[src/rtl/ecc_pkg.sv]
// rtl/ecc_pkg.sv - shared Hamming(12,8) types, widths and syndrome/class helpers
//
// Purpose : common definitions for the receive-side Hamming(12,8) check path.
//           Holds the error class enum, codeword/data/syndrome widths and
//           helper functions for the syndrome, error class and data extraction.
// Ports   : none (package)
package ecc_pkg;

    localparam int CW_W   = 12;
    localparam int DATA_W = 8;
    localparam int SYN_W  = 4;

    typedef enum logic [1:0] {
        CLEAN   = 2'd0,
        PARITY  = 2'd1,
        DATA    = 2'd2,
        INVALID = 2'd3
    } ecc_class_t;

    // Codeword bit k-1 holds Hamming position k. Each syndrome bit covers the
    // positions whose index has that bit set.
    function automatic logic [SYN_W-1:0] calc_syndrome(input logic [CW_W-1:0] cw);
        logic [SYN_W-1:0] s;
        s[0] = cw[0] ^ cw[2] ^ cw[4] ^ cw[6] ^ cw[8] ^ cw[10];
        s[1] = cw[1] ^ cw[2] ^ cw[5] ^ cw[6] ^ cw[9] ^ cw[10];
        s[2] = cw[3] ^ cw[4] ^ cw[5] ^ cw[6] ^ cw[11];
        s[3] = cw[7] ^ cw[8] ^ cw[9] ^ cw[10] ^ cw[11];
        return s;
    endfunction

    // Syndromes naming a check-bit position are PARITY, those naming a data
    // position are DATA, and 13..15 point outside the 12-bit word.
    function automatic ecc_class_t classify(input logic [SYN_W-1:0] syn);
        ecc_class_t c;
        case (syn)
            4'd0:                         c = CLEAN;
            4'd1, 4'd2, 4'd4, 4'd8:       c = PARITY;
            4'd13, 4'd14, 4'd15:          c = INVALID;
            default:                      c = DATA;
        endcase
        return c;
    endfunction

    // Data bits live at positions 3,5,6,7,9,10,11,12 (D0..D7).
    function automatic logic [DATA_W-1:0] extract_data(input logic [CW_W-1:0] cw);
        return {cw[11], cw[10], cw[9], cw[8], cw[6], cw[5], cw[4], cw[2]};
    endfunction

endpackage

[src/rtl/ecc_cnt_sat.sv]
// rtl/ecc_cnt_sat.sv - saturating event counter with clear priority
//
// Purpose : counts increment requests and sticks at all-ones; a clear in the
//           same cycle as an increment wins.
// Ports   : clk   - clock, rising edge
//           rst   - asynchronous active-high reset
//           i_inc - count one event this cycle
//           i_clr - synchronous clear (priority over i_inc)
//           o_cnt - current count
module ecc_cnt_sat #(
    parameter int CNT_W = 16
) (
    input  logic             clk,
    input  logic             rst,
    input  logic             i_inc,
    input  logic             i_clr,
    output logic [CNT_W-1:0] o_cnt
);

    localparam logic [CNT_W-1:0] ONE = {{(CNT_W-1){1'b0}}, 1'b1};

    logic [CNT_W-1:0] r_cnt;
    logic             w_at_max;

    assign w_at_max = &r_cnt;

    always_ff @(posedge clk or posedge rst) begin
        if (rst) begin
            r_cnt <= '0;
        end else if (i_clr) begin
            r_cnt <= '0;
        end else if (i_inc && !w_at_max) begin
            r_cnt <= r_cnt + ONE;
        end
    end

    assign o_cnt = r_cnt;

endmodule

[src/rtl/ecc_syndrome_stage.sv]
// rtl/ecc_syndrome_stage.sv - Hamming(12,8) syndrome check stage, 2-stage pipeline
//
// Purpose : accepts 12-bit codewords, registers them (S1), computes the syndrome
//           and error class from the S1 register and captures data/syndrome/class
//           into the output register (S2). Keeps saturating error counters and a
//           sticky error flag updated on delivered results.
// Ports   : clk, reset              - clock / asynchronous active-high reset
//           in_valid/in_ready/in_cw - codeword input handshake
//           out_valid/out_ready     - result output handshake
//           out_data                - raw data byte D7..D0
//           out_syn                 - {4'b0, S8,S4,S2,S1} mask source for the decoder
//           out_class               - CLEAN/PARITY/DATA/INVALID
//           clr_cnt                 - clears counters and sticky flag
//           cnt_corr, cnt_bad       - delivered PARITY|DATA / INVALID counts
//           err_sticky              - any non-CLEAN result delivered
module ecc_syndrome_stage
    import ecc_pkg::*;
#(
    parameter int CNT_W = 16
) (
    input  logic             clk,
    input  logic             reset,
    input  logic             in_valid,
    output logic             in_ready,
    input  logic [11:0]      in_cw,
    output logic             out_valid,
    input  logic             out_ready,
    output logic [7:0]       out_data,
    output logic [7:0]       out_syn,
    output logic [1:0]       out_class,
    input  logic             clr_cnt,
    output logic [CNT_W-1:0] cnt_corr,
    output logic [CNT_W-1:0] cnt_bad,
    output logic             err_sticky
);

    // Ready is held low while in reset and until the first clock after it.
    logic              r_rdy_en;
    logic              r_s1_valid;
    logic [CW_W-1:0]   r_s1_cw;
    logic              r_out_valid;
    logic [DATA_W-1:0] r_out_data;
    logic [SYN_W-1:0]  r_out_syn;
    ecc_class_t        r_out_class;
    logic              r_sticky;

    logic              w_s2_adv;
    logic              w_in_ready;
    logic              w_out_hs;
    logic [SYN_W-1:0]  w_s1_syn;
    ecc_class_t        w_s1_class;
    logic [DATA_W-1:0] w_s1_data;
    logic              w_inc_corr;
    logic              w_inc_bad;

    assign w_s1_syn   = calc_syndrome(r_s1_cw);
    assign w_s1_class = classify(w_s1_syn);
    assign w_s1_data  = extract_data(r_s1_cw);

    // S2 may load whenever it is empty or its result leaves this cycle; S1 may
    // load when it is empty or drains into S2. This is the only out->in path.
    assign w_s2_adv   = !r_out_valid || out_ready;
    assign w_in_ready = r_rdy_en && (!r_s1_valid || w_s2_adv);
    assign w_out_hs   = r_out_valid && out_ready;

    always_ff @(posedge clk or posedge reset) begin
        if (reset) begin
            r_rdy_en    <= 1'b0;
            r_s1_valid  <= 1'b0;
            r_s1_cw     <= '0;
            r_out_valid <= 1'b0;
            r_out_data  <= '0;
            r_out_syn   <= '0;
            r_out_class <= CLEAN;
        end else begin
            r_rdy_en <= 1'b1;
            if (w_in_ready) begin
                r_s1_valid <= in_valid;
                if (in_valid) begin
                    r_s1_cw <= in_cw;
                end
            end
            if (w_s2_adv) begin
                r_out_valid <= r_s1_valid;
                if (r_s1_valid) begin
                    r_out_data  <= w_s1_data;
                    r_out_syn   <= w_s1_syn;
                    r_out_class <= w_s1_class;
                end
            end
        end
    end

    assign w_inc_corr = w_out_hs && ((r_out_class == PARITY) || (r_out_class == DATA));
    assign w_inc_bad  = w_out_hs && (r_out_class == INVALID);

    always_ff @(posedge clk or posedge reset) begin
        if (reset) begin
            r_sticky <= 1'b0;
        end else if (clr_cnt) begin
            r_sticky <= 1'b0;
        end else if (w_out_hs && (r_out_class != CLEAN)) begin
            r_sticky <= 1'b1;
        end
    end

    ecc_cnt_sat #(.CNT_W(CNT_W)) u_cnt_corr (
        .clk   (clk),
        .rst   (reset),
        .i_inc (w_inc_corr),
        .i_clr (clr_cnt),
        .o_cnt (cnt_corr)
    );

    ecc_cnt_sat #(.CNT_W(CNT_W)) u_cnt_bad (
        .clk   (clk),
        .rst   (reset),
        .i_inc (w_inc_bad),
        .i_clr (clr_cnt),
        .o_cnt (cnt_bad)
    );

    assign in_ready   = w_in_ready;
    assign out_valid  = r_out_valid;
    assign out_data   = r_out_data;
    assign out_syn    = {4'b0000, r_out_syn};
    assign out_class  = r_out_class;
    assign err_sticky = r_sticky;

endmodule

[config.mk]
export PLATFORM = sky130hd
export DESIGN_NAME = ecc_syndrome_stage
export DESIGN_NICKNAME = d
export VERILOG_FILES = /design/src/rtl/ecc_pkg.sv /design/src/rtl/ecc_cnt_sat.sv /design/src/rtl/ecc_syndrome_stage.sv
export SDC_FILE = /design/constraint.sdc
export NUM_CORES = 1
export LEC_CHECK = 0
export CAP_MARGIN = 20
export CORE_UTILIZATION = 46
export DETAILED_ROUTE_END_ITERATION = 8
export PLACE_DENSITY = 0.74
export SYNTH_ARGS = -nofsm -noshare
export SYNTH_HDL_FRONTEND = slang
export SYNTH_SLANG_ARGS = --single-unit
[constraint.sdc]
create_clock -name clk -period 3.1 [get_ports clk]
set_clock_uncertainty 0.2 [all_clocks]
set_input_delay 0.93 -clock clk [delete_from_list [all_inputs] [get_ports clk]]
set_output_delay 0.93 -clock clk [all_outputs]
set_load 0.005 [all_outputs]
======== Word level (Yosys, flattened, before mapping) ========
Memories as Yosys holds them, arrays and structs flattened. A register that Yosys moved wholly into a read port is not among the register bits.
Cells that the tools add are included.
word-level totals
  bits in registers ....................... 60
  ROM bits ................................ 32
  input bits .............................. 17
  word-level logic and storage cells ...... 61
  memories kept ........................... 1
memory list
  name              words  width  rd ports  clocked after memory_dff  write ports  line           source
  (name not given)  16     2      1         1                         0            ecc_pkg.sv:35  case (syn)
cells by class
  $add $sub $neg .......................... 2
  equality and inequality tests ........... 3
  mux-type cells .......................... 6
  bitwise operators ....................... 18
  reduce and logical (&&, ||, !) cells .... 22
operator list
  operator                                                                number
  16-bit 2-to-1 mux                                                       4
  16-bit by 1-bit adder with 16-bit output (second input constant)        2
  16-bit AND reduction                                                    2
  1-bit bitwise XOR                                                       18
  2-bit nonzero test                                                      4
  1-bit logical AND                                                       7
  2-bit equality test (second input constant)                             2
  1-bit logical NOT                                                       4
  2-bit AND reduction                                                     2
  1-bit logical OR                                                        3
  2-bit by 1-bit equality test with 1-bit output (second input constant)  1
  1-bit 2-to-1 mux                                                        2

======== Longest topological paths before layout ========
  depth after elaboration ................. 6
  mapped depth ............................ 8
  depth with buffers taken out ............ 7

======== By module ========
From an unflattened synthesis, not the netlist that was laid out.
second synthesis, totals
  cells, all modules ...................... 329
  area, all modules ....................... 3295.7 µm²
modules (own cells, without submodules)
  module              instances  cells each  area each (µm²)  sequential area each (µm²)
  ecc_cnt_sat         2          104         922.1            400.4
  ecc_syndrome_stage  1          121         1451.4           750.7

======== Worst setup path after synthesis ========
OpenSTA, ideal clock, no wires.
  path kind ............................... input to output
  start point ............................. input port out_ready
  end point ............................... output port in_ready
  arrival time ............................ 1.274 ns
  path slack .............................. 0.696 ns
  stages on the path ...................... 2
  path buffers ............................ 0
  cell sequence ........................... nand2b_1 o21a_1
on the way
  cells in the longest elaborated chain, start to end .. 3
RTL lines
  element            line                      source
  start, declared    ecc_syndrome_stage.sv:27  input logic out_ready,
  1-bit logical OR   ecc_syndrome_stage.sv:62  assign w_s2_adv = !r_out_valid || out_ready;
  1-bit logical OR   ecc_syndrome_stage.sv:63  assign w_in_ready = r_rdy_en && (!r_s1_valid || w_s2_adv);
  1-bit logical AND  ecc_syndrome_stage.sv:63
  end, declared      ecc_syndrome_stage.sv:24  output logic in_ready,
No other way between the ends.

======== Worst setup path after layout ========
Same ends and word-level chain as after synthesis.

==> results.md <==
- Area taken by multi-input logic gates: 1528 µm²
- Routed vias/inst: 5.173
- Final Util: 0.6446
- Number of antenna diodes: 0
- Clk sinks: 62
- GRT Resource Usage Total: 0.1790
- Number of nets in the layout: 373
- WL/cell: 13.80 µm
- Aggregate global routing overflow: 0
- Pwr dens: 659.8 nW/µm²
- 1st-pass router iterations: 6
- Core area: 6495 µm²
- Clk root buf: clkbuf_8
- Period minus WS final: 2.934 ns
- Slew @ Worst Pin: 0.6805 ns
- Slew HR: 0.5447
- LEAKAGE: 1.750 nW
- Setup violators final: 0
- Placer Congestion: 0.7834
- CTS Hold Bufs: 0
- Worst-Skew Late Latency: 0.34 ns
- Clock Tree Buf Depth: 2
- Post-DP HPWL: 4191 µm
- Cell taking the most area after synthesis: dfrtp_1
- Critical Path Max Stage Delay: 0.27 ns
- Crit path kind: input pin to primary output
- Crit path max-delay family: buffers and inverters
- Cell row count: 29
- Min-delay src: r_s1_valid
- Hold Path Class: flop to flop
- Synth Register Bits: 62
- F_max: 340.8 MHz
- Violated checks: DRC
- R2R Path Start: u_cnt_corr.o_cnt[0]
- Reg area: 1551 µm²
- CP startpoint kind: input pin
- Num CTS Buffers: 9
- Clk network pwr share: 0.300
- Initial Utilization: 0.4872
- Final-layout fill cell count: 528
- Initial antenna violation count: 0
- Crit Path Max Fanout: 2
- Die Ht: 84.94 µm
- Crit path capture type: primary output
- Worst vdd ir: roughly 520 µV
- Synthesized area: between 3000 and 4000 µm²
- CP Data Arrival Time: roughly 1.8 ns
- Number of synthesized flops with an enable pin: 0
- Max cap viols: 0
- Routed WL: 5988 µm
- Part of the power in combinational logic: 0.321
- Ratio of cells with drive above 1 in the final layout: 0.1821
- Net load switching power: between 0.7 and 0.8 mW
- Top cell type's share of synthesized area: 0.4903
- Post-route ant nets: 0
- Initial DRC Count: 88
- H-tree depth: 3
- Yosys cell types: 46
- Max Slew Vio Count: 0
- Worst EP required: 1.97 ns
- DRC viols: 3
- Area growth syn-to-layout: 32.31%
- Buf/Inv on CP: 2
- Outcome: complete, but fails checks
- Internal: about 2 mW
- RSZ-0062 raised after global routing: false
- TritonCTS clock tree: done
- Share of power burned in registers: 0.379
- Critical-path cell list: dlygate4sd2_1 -> nand2b_4 -> o21a_1 -> dlygate4sd2_1
- Final worst-path cycle share: 0.9464
- CP max stage cell: dlygate4sd2_1
- Vias post-DR: 2245
- Largest net degree at the start of global routing: 44
- Origin of the worst setup path: out_ready
- First-pass GRT wire length: 9963 µm
- IO Count: 70
- Avg Cell Area, Syn: 11.51 µm²
- Post-Synthesis Cells: 275
- Vias in the first global route: 2133
- CTS clk-pin slew, worst paths: around 0.070 ns
- Die X: 84.94 µm
- Net Sw Frac: 0.2723
- Most frequent CP cell: dlygate4sd2_1
- Input/output buffers: 65
- Ranking of synthesized cells by area: dfrtp_1, mux2_2, xnor2_1
- Ys flop type: dfrtp_1
- Die area: ~7200 µm²
- FFs w/ async S/R, synth: 1.000
- Post-synthesis sequential area ratio: 0.4903
- Ys Warns: 0
- Setup_tns: 0 ns
- Final hold vios: 0
## metrics by stage
stage	hold slack (ns)	instances	setup slack (ns)	instance area (µm²)	power [mW]
after detailed placement	0.2809	416	-0.2761	3933	1.948
after floorplan	0.2485	278	0.4286	3176	1.615
after global routing	0.3246	434	0.1391	4187	2.914
after global placement	0.2619	416	-0.2667	3933	1.939
after CTS	0.2998	434	0.1611	4187	2.792
final	0.2957	434	0.1660	4187	2.762
## layer usage
metal / vias up / routed length, µm / GRT usage
met5: - / 0 / 0
met1: 1073 / 2701 / 0.2336
li1: 1105 / - / -
met3: 7 / 296 / 0.05447
met2: 60 / 2923 / 0.2852
met4: 0 / 67 / 0.06009
## cell usage after synthesis, drive strengths merged (5+ instances only)
cell type / instances
a211oi: 6
a21oi: 6
buf: 6
clkbuf: 6
dfrtp: 62
inv: 11
mux2: 24
nand2: 11
nand3: 8
nand4: 6
nor2: 32
nor3: 10
nor3b: 5
xnor2: 30
xnor3: 5
## power groups by stage
stage,Sequential (mW),Clock (mW),Combinational (mW)
3_5_place_dp,1.06,0,0.886
6_report,1.05,0.828,0.887
3_3_place_gp,1.06,0,0.877
4_1_cts,1.05,0.843,0.898
5_1_grt,1.07,0.884,0.962
2_1_floorplan,1.05,0,0.561
## area by class of cell
| class | instances | area share |
|---|---|---|
| sequential | 62 | 0.3706 |
| clock inverter | 3 | 0.01554 |
| multi-input combinational | 193 | 0.3649 |
| clock buffer | 13 | 0.04035 |
| timing repair buffer | 75 | 0.1757 |
| tap | 77 | 0.02301 |
| inverter | 11 | 0.009863 |
## worst paths after layout
check / endpoint / slack, ns / depth (start not counted)
worst min register to register: out_valid / 0.30 / 2
worst max-delay path: in_ready / 0.17 / 4
min in group asynchronous: u_cnt_bad.o_cnt[6] / 0.71 / 2
max in group asynchronous: r_out_syn[1] / 1.41 / 3
worst min-delay path: out_valid / 0.30 / 2
worst max register to register: u_cnt_corr.o_cnt[9] / 0.91 / 6
## cells by family (layout without fill, tap and decap cells)
kind of cell / Yosys count / in the layout / synth area share
flops: 62 / 62 / 0.4903
simple gates: 92 / 92 / 0.1613
other cells: 2 / 5 / 0.002373
mux: 26 / 26 / 0.09174
compound gates: 27 / 27 / 0.06327
buf+inv: 23 / 102 / 0.03282
fa+ha+maj: 4 / 4 / 0.01582
xor+xnor: 39 / 39 / 0.1424
## worst reg2reg max path: stages (launching register included)
cell and delay [ns]:
dfrtp_1 0.43, ha_1 0.26, and4_1 0.20, and4_1 0.34, nor4b_1 0.44, xnor2_1 0.16
nor2_1 0.05
## state kept, by name, indices dropped and copies added (netlist names)
register          cells
r_rdy_en              1
out_data              8
r_s1_valid            1
u_cnt_corr.o_cnt     16
out_class             2
out_valid             1
r_s1_cw              12
u_cnt_bad.o_cnt      16
err_sticky            1
r_out_syn             4
## layout by cell type, fill, tap and decap left out, types with 2 or more instances in the layout
master           count
a2111oi_2            2
a211oi_1             6
a21boi_0             2
a21oi_1              6
a31oi_1              2
and3_1               3
and4_1               4
buf_4                9
bufinv_16            2
clkbuf_8            12
clkdlybuf4s50_1     63
conb_1               5
dfrtp_1             62
dlygate4sd2_1        2
ha_1                 4
inv_1               10
mux2_2              24
mux2i_1              2
nand2_1             11
nand3_1              8
nand4_1              5
nor2_1              32
nor3_1               9
nor3b_1              4
nor4_1               3
nor4b_1              2
o21ai_0              3
or3_1                3
xnor2_1             27
xnor2_2              3
xnor3_1              3
xnor3_2              2
xor2_1               3
## repair_timing
action | CTS | global route
gates resized for setup | 3 | 0
setup endpoints to repair | 1 | 0
buffers inserted | 2 | 0
Power figures use the tool's default switching activity.
